## src/rtl/spi_pkg.sv

```systemverilog
// Shared definitions for the SPI slave slice.
//   spi_slave_state_t   : frame-tracking states of the responder
//   SPI_SYNC_STAGES     : depth of the pin synchronizers
//   SPI_MAXLEN_DEFAULT  : word length shared with the SPI master
package spi_pkg;

    localparam int SPI_MAXLEN_DEFAULT = 16;
    localparam int SPI_SYNC_STAGES    = 2;

    typedef enum logic [1:0] {
        WAIT_IDLE,
        IDLE,
        SHIFT
    } spi_slave_state_t;

endpackage

```

## src/rtl/spi_slave_if.sv

```systemverilog
// SPI slave bus bundle: the SPI pins plus the local TX/RX handshake.
//   sclk, cs_n, mosi   : SPI pins from the master (async to clk)
//   miso               : SPI data back to the master
//   tx_data/valid/ready: one-entry response buffer handshake
//   rx_data/valid      : received word and its one-cycle strobe
//   tx_underrun        : word started with no response queued
interface spi_slave_if
    import spi_pkg::*;
#(
    parameter int SPI_MAXLEN = SPI_MAXLEN_DEFAULT
);
    logic                  sclk;
    logic                  cs_n;
    logic                  mosi;
    logic                  miso;
    logic [SPI_MAXLEN-1:0] tx_data;
    logic                  tx_valid;
    logic                  tx_ready;
    logic [SPI_MAXLEN-1:0] rx_data;
    logic                  rx_valid;
    logic                  tx_underrun;

    modport slave (
        input  sclk, cs_n, mosi, tx_data, tx_valid,
        output miso, tx_ready, rx_data, rx_valid, tx_underrun
    );

    modport master (
        output sclk, cs_n, mosi, tx_data, tx_valid,
        input  miso, tx_ready, rx_data, rx_valid, tx_underrun
    );
endinterface

```

## src/rtl/spi_sync.sv

```systemverilog
// Single-bit N-stage synchronizer with a configurable reset value.
//   clk, rst : system clock, async active-high reset
//   d        : asynchronous input
//   q        : synchronized output (STAGES clk of latency)
module spi_sync #(
    parameter int   STAGES  = 2,
    parameter logic RST_VAL = 1'b0
) (
    input  logic clk,
    input  logic rst,
    input  logic d,
    output logic q
);
    logic [STAGES-1:0] ff;

    always_ff @(posedge clk or posedge rst) begin
        if (rst) ff <= {STAGES{RST_VAL}};
        else     ff <= {ff[STAGES-2:0], d};
    end

    assign q = ff[STAGES-1];
endmodule

```

## src/rtl/spi_slave.sv

```systemverilog
// Mode-0 SPI responder running entirely on the system clock.
//   clk, rst : system clock, async active-high reset
//   bus      : spi_slave_if.slave (SPI pins, TX buffer handshake, RX strobe)
// Received words are presented as single-cycle rx_valid pulses; response
// words are taken from a one-entry buffer at every word start.
module spi_slave
    import spi_pkg::*;
#(
    parameter int SPI_MAXLEN = SPI_MAXLEN_DEFAULT
) (
    input logic        clk,
    input logic        rst,
    spi_slave_if.slave bus
);
    localparam int CNT_W = $clog2(SPI_MAXLEN) + 1;

    logic sclk_s, cs_n_s, mosi_s;
    logic sclk_q, cs_q;
    logic rise, fall, cs_fall, cs_rise;
    logic [SPI_SYNC_STAGES:0] flush_q;

    spi_slave_state_t      state_q, state_d;
    logic [SPI_MAXLEN-2:0] shin_q, shin_d;
    logic [SPI_MAXLEN-1:0] shout_q, shout_d;
    logic [SPI_MAXLEN-1:0] buf_q, buf_d;
    logic [SPI_MAXLEN-1:0] rx_data_q, rx_data_d;
    logic [CNT_W-1:0]      cnt_q, cnt_d;
    logic arm_q, arm_d, full_q, full_d;
    logic rx_valid_q, rx_valid_d, underrun_q, underrun_d;
    logic load;

    spi_sync #(.STAGES(SPI_SYNC_STAGES), .RST_VAL(1'b0)) u_sync_sclk (
        .clk(clk), .rst(rst), .d(bus.sclk), .q(sclk_s));
    spi_sync #(.STAGES(SPI_SYNC_STAGES), .RST_VAL(1'b1)) u_sync_cs (
        .clk(clk), .rst(rst), .d(bus.cs_n), .q(cs_n_s));
    spi_sync #(.STAGES(SPI_SYNC_STAGES), .RST_VAL(1'b0)) u_sync_mosi (
        .clk(clk), .rst(rst), .d(bus.mosi), .q(mosi_s));

    assign rise    =  sclk_s & ~sclk_q;
    assign fall    = ~sclk_s &  sclk_q;
    assign cs_fall = ~cs_n_s &  cs_q;
    assign cs_rise =  cs_n_s & ~cs_q;

    // --- state and datapath registers ---
    always_ff @(posedge clk or posedge rst) begin
        if (rst) begin
            sclk_q     <= 1'b0;
            cs_q       <= 1'b1;
            flush_q    <= '0;
            state_q    <= WAIT_IDLE;
            shin_q     <= '0;
            shout_q    <= '0;
            buf_q      <= '0;
            rx_data_q  <= '0;
            cnt_q      <= '0;
            arm_q      <= 1'b0;
            full_q     <= 1'b0;
            rx_valid_q <= 1'b0;
            underrun_q <= 1'b0;
        end else begin
            sclk_q     <= sclk_s;
            cs_q       <= cs_n_s;
            flush_q    <= {flush_q[SPI_SYNC_STAGES-1:0], 1'b1};
            state_q    <= state_d;
            shin_q     <= shin_d;
            shout_q    <= shout_d;
            buf_q      <= buf_d;
            rx_data_q  <= rx_data_d;
            cnt_q      <= cnt_d;
            arm_q      <= arm_d;
            full_q     <= full_d;
            rx_valid_q <= rx_valid_d;
            underrun_q <= underrun_d;
        end
    end

    // --- next-state, shifting and TX buffer logic ---
    always_comb begin
        state_d    = state_q;
        shin_d     = shin_q;
        shout_d    = shout_q;
        buf_d      = buf_q;
        rx_data_d  = rx_data_q;
        cnt_d      = cnt_q;
        arm_d      = arm_q;
        full_d     = full_q;
        rx_valid_d = 1'b0;
        underrun_d = 1'b0;
        load       = 1'b0;

        unique case (state_q)
            WAIT_IDLE: begin
                // The synchronizers reset cs_n to 1, so a high reading is only
                // trusted once the real pin level has flushed through them and
                // the edge register; otherwise a frame in progress at reset
                // would look like a fresh cs_fall.
                if (flush_q[SPI_SYNC_STAGES] && cs_n_s) state_d = IDLE;
            end
            IDLE: begin
                if (cs_fall) begin
                    load    = 1'b1;
                    cnt_d   = '0;
                    arm_d   = 1'b0;
                    state_d = SHIFT;
                end
            end
            SHIFT: begin
                if (cs_rise) begin
                    // A partial word is dropped; cs_rise also beats a same-cycle rise.
                    cnt_d   = '0;
                    arm_d   = 1'b0;
                    state_d = IDLE;
                end else begin
                    if (rise) begin
                        shin_d = {shin_q[SPI_MAXLEN-3:0], mosi_s};
                        if (cnt_q == CNT_W'(SPI_MAXLEN - 1)) begin
                            rx_data_d  = {shin_q, mosi_s};
                            rx_valid_d = 1'b1;
                            cnt_d      = '0;
                            arm_d      = 1'b1;
                        end else begin
                            cnt_d = cnt_q + CNT_W'(1);
                        end
                    end
                    if (fall) begin
                        if (arm_q) begin
                            load  = 1'b1;
                            arm_d = 1'b0;
                        end else begin
                            shout_d = {shout_q[SPI_MAXLEN-2:0], 1'b0};
                        end
                    end
                end
            end
            default: state_d = WAIT_IDLE;
        endcase

        if (load) begin
            if (full_q) begin
                shout_d = buf_q;
                full_d  = 1'b0;
            end else begin
                shout_d    = '0;
                underrun_d = 1'b1;
            end
        end

        // Handshake only happens while empty, so data accepted in a load
        // cycle is kept for the following word.
        if (bus.tx_valid && !full_q) begin
            buf_d  = bus.tx_data;
            full_d = 1'b1;
        end
    end

    assign bus.miso        = (state_q == SHIFT) ? shout_q[SPI_MAXLEN-1] : 1'b0;
    assign bus.tx_ready    = ~full_q;
    assign bus.rx_data     = rx_data_q;
    assign bus.rx_valid    = rx_valid_q;
    assign bus.tx_underrun = underrun_q;
endmodule

```

## src/flat_wrapper.sv

```systemverilog
// flat-port wrapper written by rule: the top's interface ports become plain ports
module spi_slave_flat import spi_pkg::*;
#(
    parameter int SPI_MAXLEN = SPI_MAXLEN_DEFAULT
)
  (clk, rst, bus_sclk, bus_cs_n, bus_mosi, bus_tx_data, bus_tx_valid, bus_miso, bus_tx_ready, bus_rx_data, bus_rx_valid, bus_tx_underrun);
  spi_slave_if #(.SPI_MAXLEN(SPI_MAXLEN)) bus_i ();
  input logic clk;
  input logic rst;
  input wire logic [$bits(bus_i.sclk)-1:0] bus_sclk;
  input wire logic [$bits(bus_i.cs_n)-1:0] bus_cs_n;
  input wire logic [$bits(bus_i.mosi)-1:0] bus_mosi;
  input wire logic [$bits(bus_i.tx_data)-1:0] bus_tx_data;
  input wire logic [$bits(bus_i.tx_valid)-1:0] bus_tx_valid;
  output wire logic [$bits(bus_i.miso)-1:0] bus_miso;
  output wire logic [$bits(bus_i.tx_ready)-1:0] bus_tx_ready;
  output wire logic [$bits(bus_i.rx_data)-1:0] bus_rx_data;
  output wire logic [$bits(bus_i.rx_valid)-1:0] bus_rx_valid;
  output wire logic [$bits(bus_i.tx_underrun)-1:0] bus_tx_underrun;
  assign bus_i.sclk = bus_sclk;
  assign bus_i.cs_n = bus_cs_n;
  assign bus_i.mosi = bus_mosi;
  assign bus_i.tx_data = bus_tx_data;
  assign bus_i.tx_valid = bus_tx_valid;
  assign bus_miso = bus_i.miso;
  assign bus_tx_ready = bus_i.tx_ready;
  assign bus_rx_data = bus_i.rx_data;
  assign bus_rx_valid = bus_i.rx_valid;
  assign bus_tx_underrun = bus_i.tx_underrun;
  spi_slave #(.SPI_MAXLEN(SPI_MAXLEN)) u_core (.clk(clk), .rst(rst), .bus(bus_i));
endmodule
```

## config.mk

```make
export PLATFORM = sky130hd
export DESIGN_NAME = spi_slave_flat
export DESIGN_NICKNAME = d
export VERILOG_FILES = /design/src/rtl/spi_pkg.sv /design/src/rtl/spi_slave_if.sv /design/src/rtl/spi_sync.sv /design/src/rtl/spi_slave.sv /design/src/flat_wrapper.sv
export SDC_FILE = /design/constraint.sdc
export NUM_CORES = 1
export LEC_CHECK = 0
export ABC_AREA = 0
export CORE_ASPECT_RATIO = 0.9
export CORE_MARGIN = 1.5
export CORE_UTILIZATION = 38
export CTS_CLUSTER_DIAMETER = 200
export CTS_CLUSTER_SIZE = 24
export DETAILED_ROUTE_END_ITERATION = 8
export SKIP_CTS_REPAIR_TIMING = 1
export SYNTH_ARGS = -nofsm -noshare
export SYNTH_HDL_FRONTEND = slang
export SYNTH_SLANG_ARGS = --single-unit
export TNS_END_PERCENT = 30
```

## constraint.sdc

```tcl
create_clock -name clk -period 4.45 [get_ports clk]
set_input_delay 1.335 -clock clk [delete_from_list [all_inputs] [get_ports clk]]
set_output_delay 1.335 -clock clk [all_outputs]
set_load 0.1 [all_outputs]
```

==> results by group <==
Yosys
  – Synth top area share: 0.573
  – Yosys top cell by area: dfrtp_1
  – Cell area after synthesis: approximately 3600 um^2
  – Post-synth ARST share: 1.00
  – Syn avg cell area: 14.3 um^2
  – Count leader, synth: dfrtp_1
  – Sequential share of the synthesized area: 0.595
  – Primary FF master, synth: dfrtp_1
  – Register bit total from synthesis: 85
  – Most frequent cells after synthesis: dfrtp_1 (82), mux2_2 (40), a221o_1 (14), and2_1 (14)
  – Number of distinct library cells after synthesis: 44
  – Yosys warning total: 0
  – Synthesized net count: 278
  – Number of flops mapped to enable cells by yosys: 0
  – Gate Count Post-Synth: 250
  – Largest cells by area after synthesis: dfrtp_1 (57%), mux2_2 (13%), a221o_1 (3.9%)

Timing
  – Final period utilization: 0.754
  – Final Hold Viols: 0
  – Fin. max-slew vios: 0
  – Final Setup Violations: 0
  – Worst-Margin Slew: around 1 ns
  – Setup TNS: 0 ns
  – Period minus WS final: 3.36 ns
  – Fmax: 298 MHz
  – Skew final: 0.0101 ns
  – RSZ-0062 raised after global routing: no
  – Normalized max-slew margin: 0.347

Clock network
  – Cts bufs inserted: 9
  – Clock sink count: 85
  – CTS tree: built
  – Clock root cell: clkbuf_8
  – Clock Pin Slew Worst Setup and Hold Paths: 0.09 ns
  – H-tree Lvls: 3
  – Worst skew pair latency: 0.36 ns
  – Clock Path Buffers: 2

Detailed routing
  – DRT iter0 DRCs: around 120
  – Avg WL per Cell: ~14 um
  – Antenna-violating nets left: 0
  – Pre-antenna DRT Iters: 4
  – Vias per std cell: 4.94
  – Routed WL: 6030 um
  – Vias: 2,079
  – Residual DRC: 0

Worst hold path
  – Worst hold stages: 0
  – Hold Crit Class: reg2reg
  – Hold path startpoint: u_core.u_sync_mosi.ff[0]
  – Worst Hold Endpoint: u_core.u_sync_mosi.ff[1]

Pwr
  – Pleak: 2.04 nW
  – Total power draw: 2.20 mW
  – VDD IR-drop max: 0.288 mV
  – Cell Pwr Density: around 510 nW/um^2

Worst setup path
  – CP Max Fanout: 8
  – CP Launch Type: register
  – Crit Reg-Reg Endpoint: u_core.bus.rx_data[8]
  – RR Startpoint: u_core.state_q[0]
  – Required @ worst endpoint: 3.12 ns
  – Reg-to-reg slack, setup: 1.88 ns
  – Setup CP Type: reg2out
  – CP Capture Type: primary output
  – Reg2reg path depth: 6
  – Critical path arrival: 2.02 ns

Floorplan
  – Die ar.: 10,000 um^2
  – I/O Pins: 42
  – Rows: 33
  – Core box area: 9130 um^2
  – Die extent in x: 105 um
  – Chip height: 95.1 um
  – Initial Util: 0.392

Place
  – # port buffers: 41
  – Routability-driven placement congestion ratio: 0.745
  – Dpl hpwl: 4040 um

Cells and area
  – Layout cells sized above 1: 0.264
  – Area growth, synth to finish: 20.5%
  – # diodes: 0
  – FF+latch area: 2130 um^2
  – Final nets: 322
  – Multi-input gate area: approximately 1300 um^2
  – Fillcell total: a little over 800

GRT
  – Initial antenna violation count: 0
  – Met1 GRT Util: 0.173
  – Total GRT Usage: 0.136
  – Met3 Use GR: 0.0595
  – M2 GR Usage: 0.209
  – Number of global-route vias before repair: 2,122
  – Global-route wire length before repair: 10,400 um
  – Largest net degree at the start of global routing: 49
  – GR peak layer: met2
  – GRT Residual Overflow: 0

Run status
  – Outcome: finished, final reports clean

Job
  – Max Cap Viol: 0
## layer usage
layer	up-vias	share of wire
met5	-	0
met4	0	0.016
met3	10	0.053
met2	38	0.44
met1	1049	0.49
li1	982	-
## layout make-up
cell class / instances / area share
repair buffers: 44 / 0.103
well taps: 122 / 0.0354
flip-flops and latches: 85 / 0.494
clock inverters: 4 / 0.0180
clock buffers: 12 / 0.0360
inverters: 10 / 0.00899
multi-input cells: 144 / 0.305
## critical path, cell delays in order, from the launching register on
cell,delay (ns)
dfrtp_1,0.46
inv_1,0.08
clkdlybuf4s50_1,1.12
## sequential cells by signal, summed over array words and instances (netlist names)
name                    flops
u_core.state_q              2
u_core.bus.rx_data         16
u_core.arm_q                1
u_core.u_sync_mosi.ff       2
u_core.cnt_q                5
u_core.sclk_q               1
u_core.shout_q             16
u_core.u_sync_cs.ff         2
u_core.shin_q              15
u_core.bus.tx_underrun      1
u_core.cs_q                 1
u_core.flush_q              3
u_core.bus.rx_valid         1
u_core.buf_q               16
u_core.u_sync_sclk.ff       2
u_core.full_q               1
## cell usage in the layout, fill, tap and decap left out, types with 3 or more instances in the layout
cell type / n
clkdlybuf4s50_1: 40
clkbuf_8: 11
nor2b_1: 3
nand2_1: 10
o21ai_0: 5
buf_4: 3
dfrtp_1: 82
mux2i_1: 4
nor2_1: 4
ha_1: 6
and2_1: 14
dfstp_2: 3
mux2_4: 8
nand2b_4: 3
inv_1: 9
mux2_2: 40
and3_1: 3
nand3_1: 3
a221o_1: 14
## power by group
part           switching, mW  total, mW  internal, mW
sequential             0.102       1.04         0.942
combinational          0.267      0.529         0.262
clock                  0.274      0.625         0.351
## logic make-up after synthesis
logic type	after synthesis	synth area share
muxes	52	0.171
and+or+nand+nor	52	0.0936
DFF	85	0.595
xor gates and xnor gates	1	0.00245
AOI/OAI and AO/OA	32	0.0793
adders and majority gates	6	0.0210
other	1	0.00105
buffers and inverters	21	0.0370
## worst max-delay path by stage
stage	start	endpoint	slack (ns)
CTS	u_core.full_q	bus_tx_ready	1.06
finish	u_core.full_q	bus_tx_ready	1.09
global route	u_core.full_q	bus_tx_ready	1.01
floorplan	rst	u_core.arm_q	0.93
detailed placement	u_core.full_q	bus_tx_ready	1.47
global placement	u_core.full_q	bus_tx_ready	1.48
## through the flow
step	worst slack, ns	utilization	hold slack, ns	cells	cell area (um^2)
2_1_floorplan	0.926	-	0.331	250	3580
3_3_place_gp	1.48	0.447	0.334	405	4080
3_5_place_dp	1.47	0.447	0.337	405	4080
4_1_cts	1.06	0.473	0.357	421	4320
5_1_grt	1.01	0.473	0.362	421	4320
6_report	1.09	0.473	0.355	421	4320
Note: power is estimated with default switching activity, not from simulation.
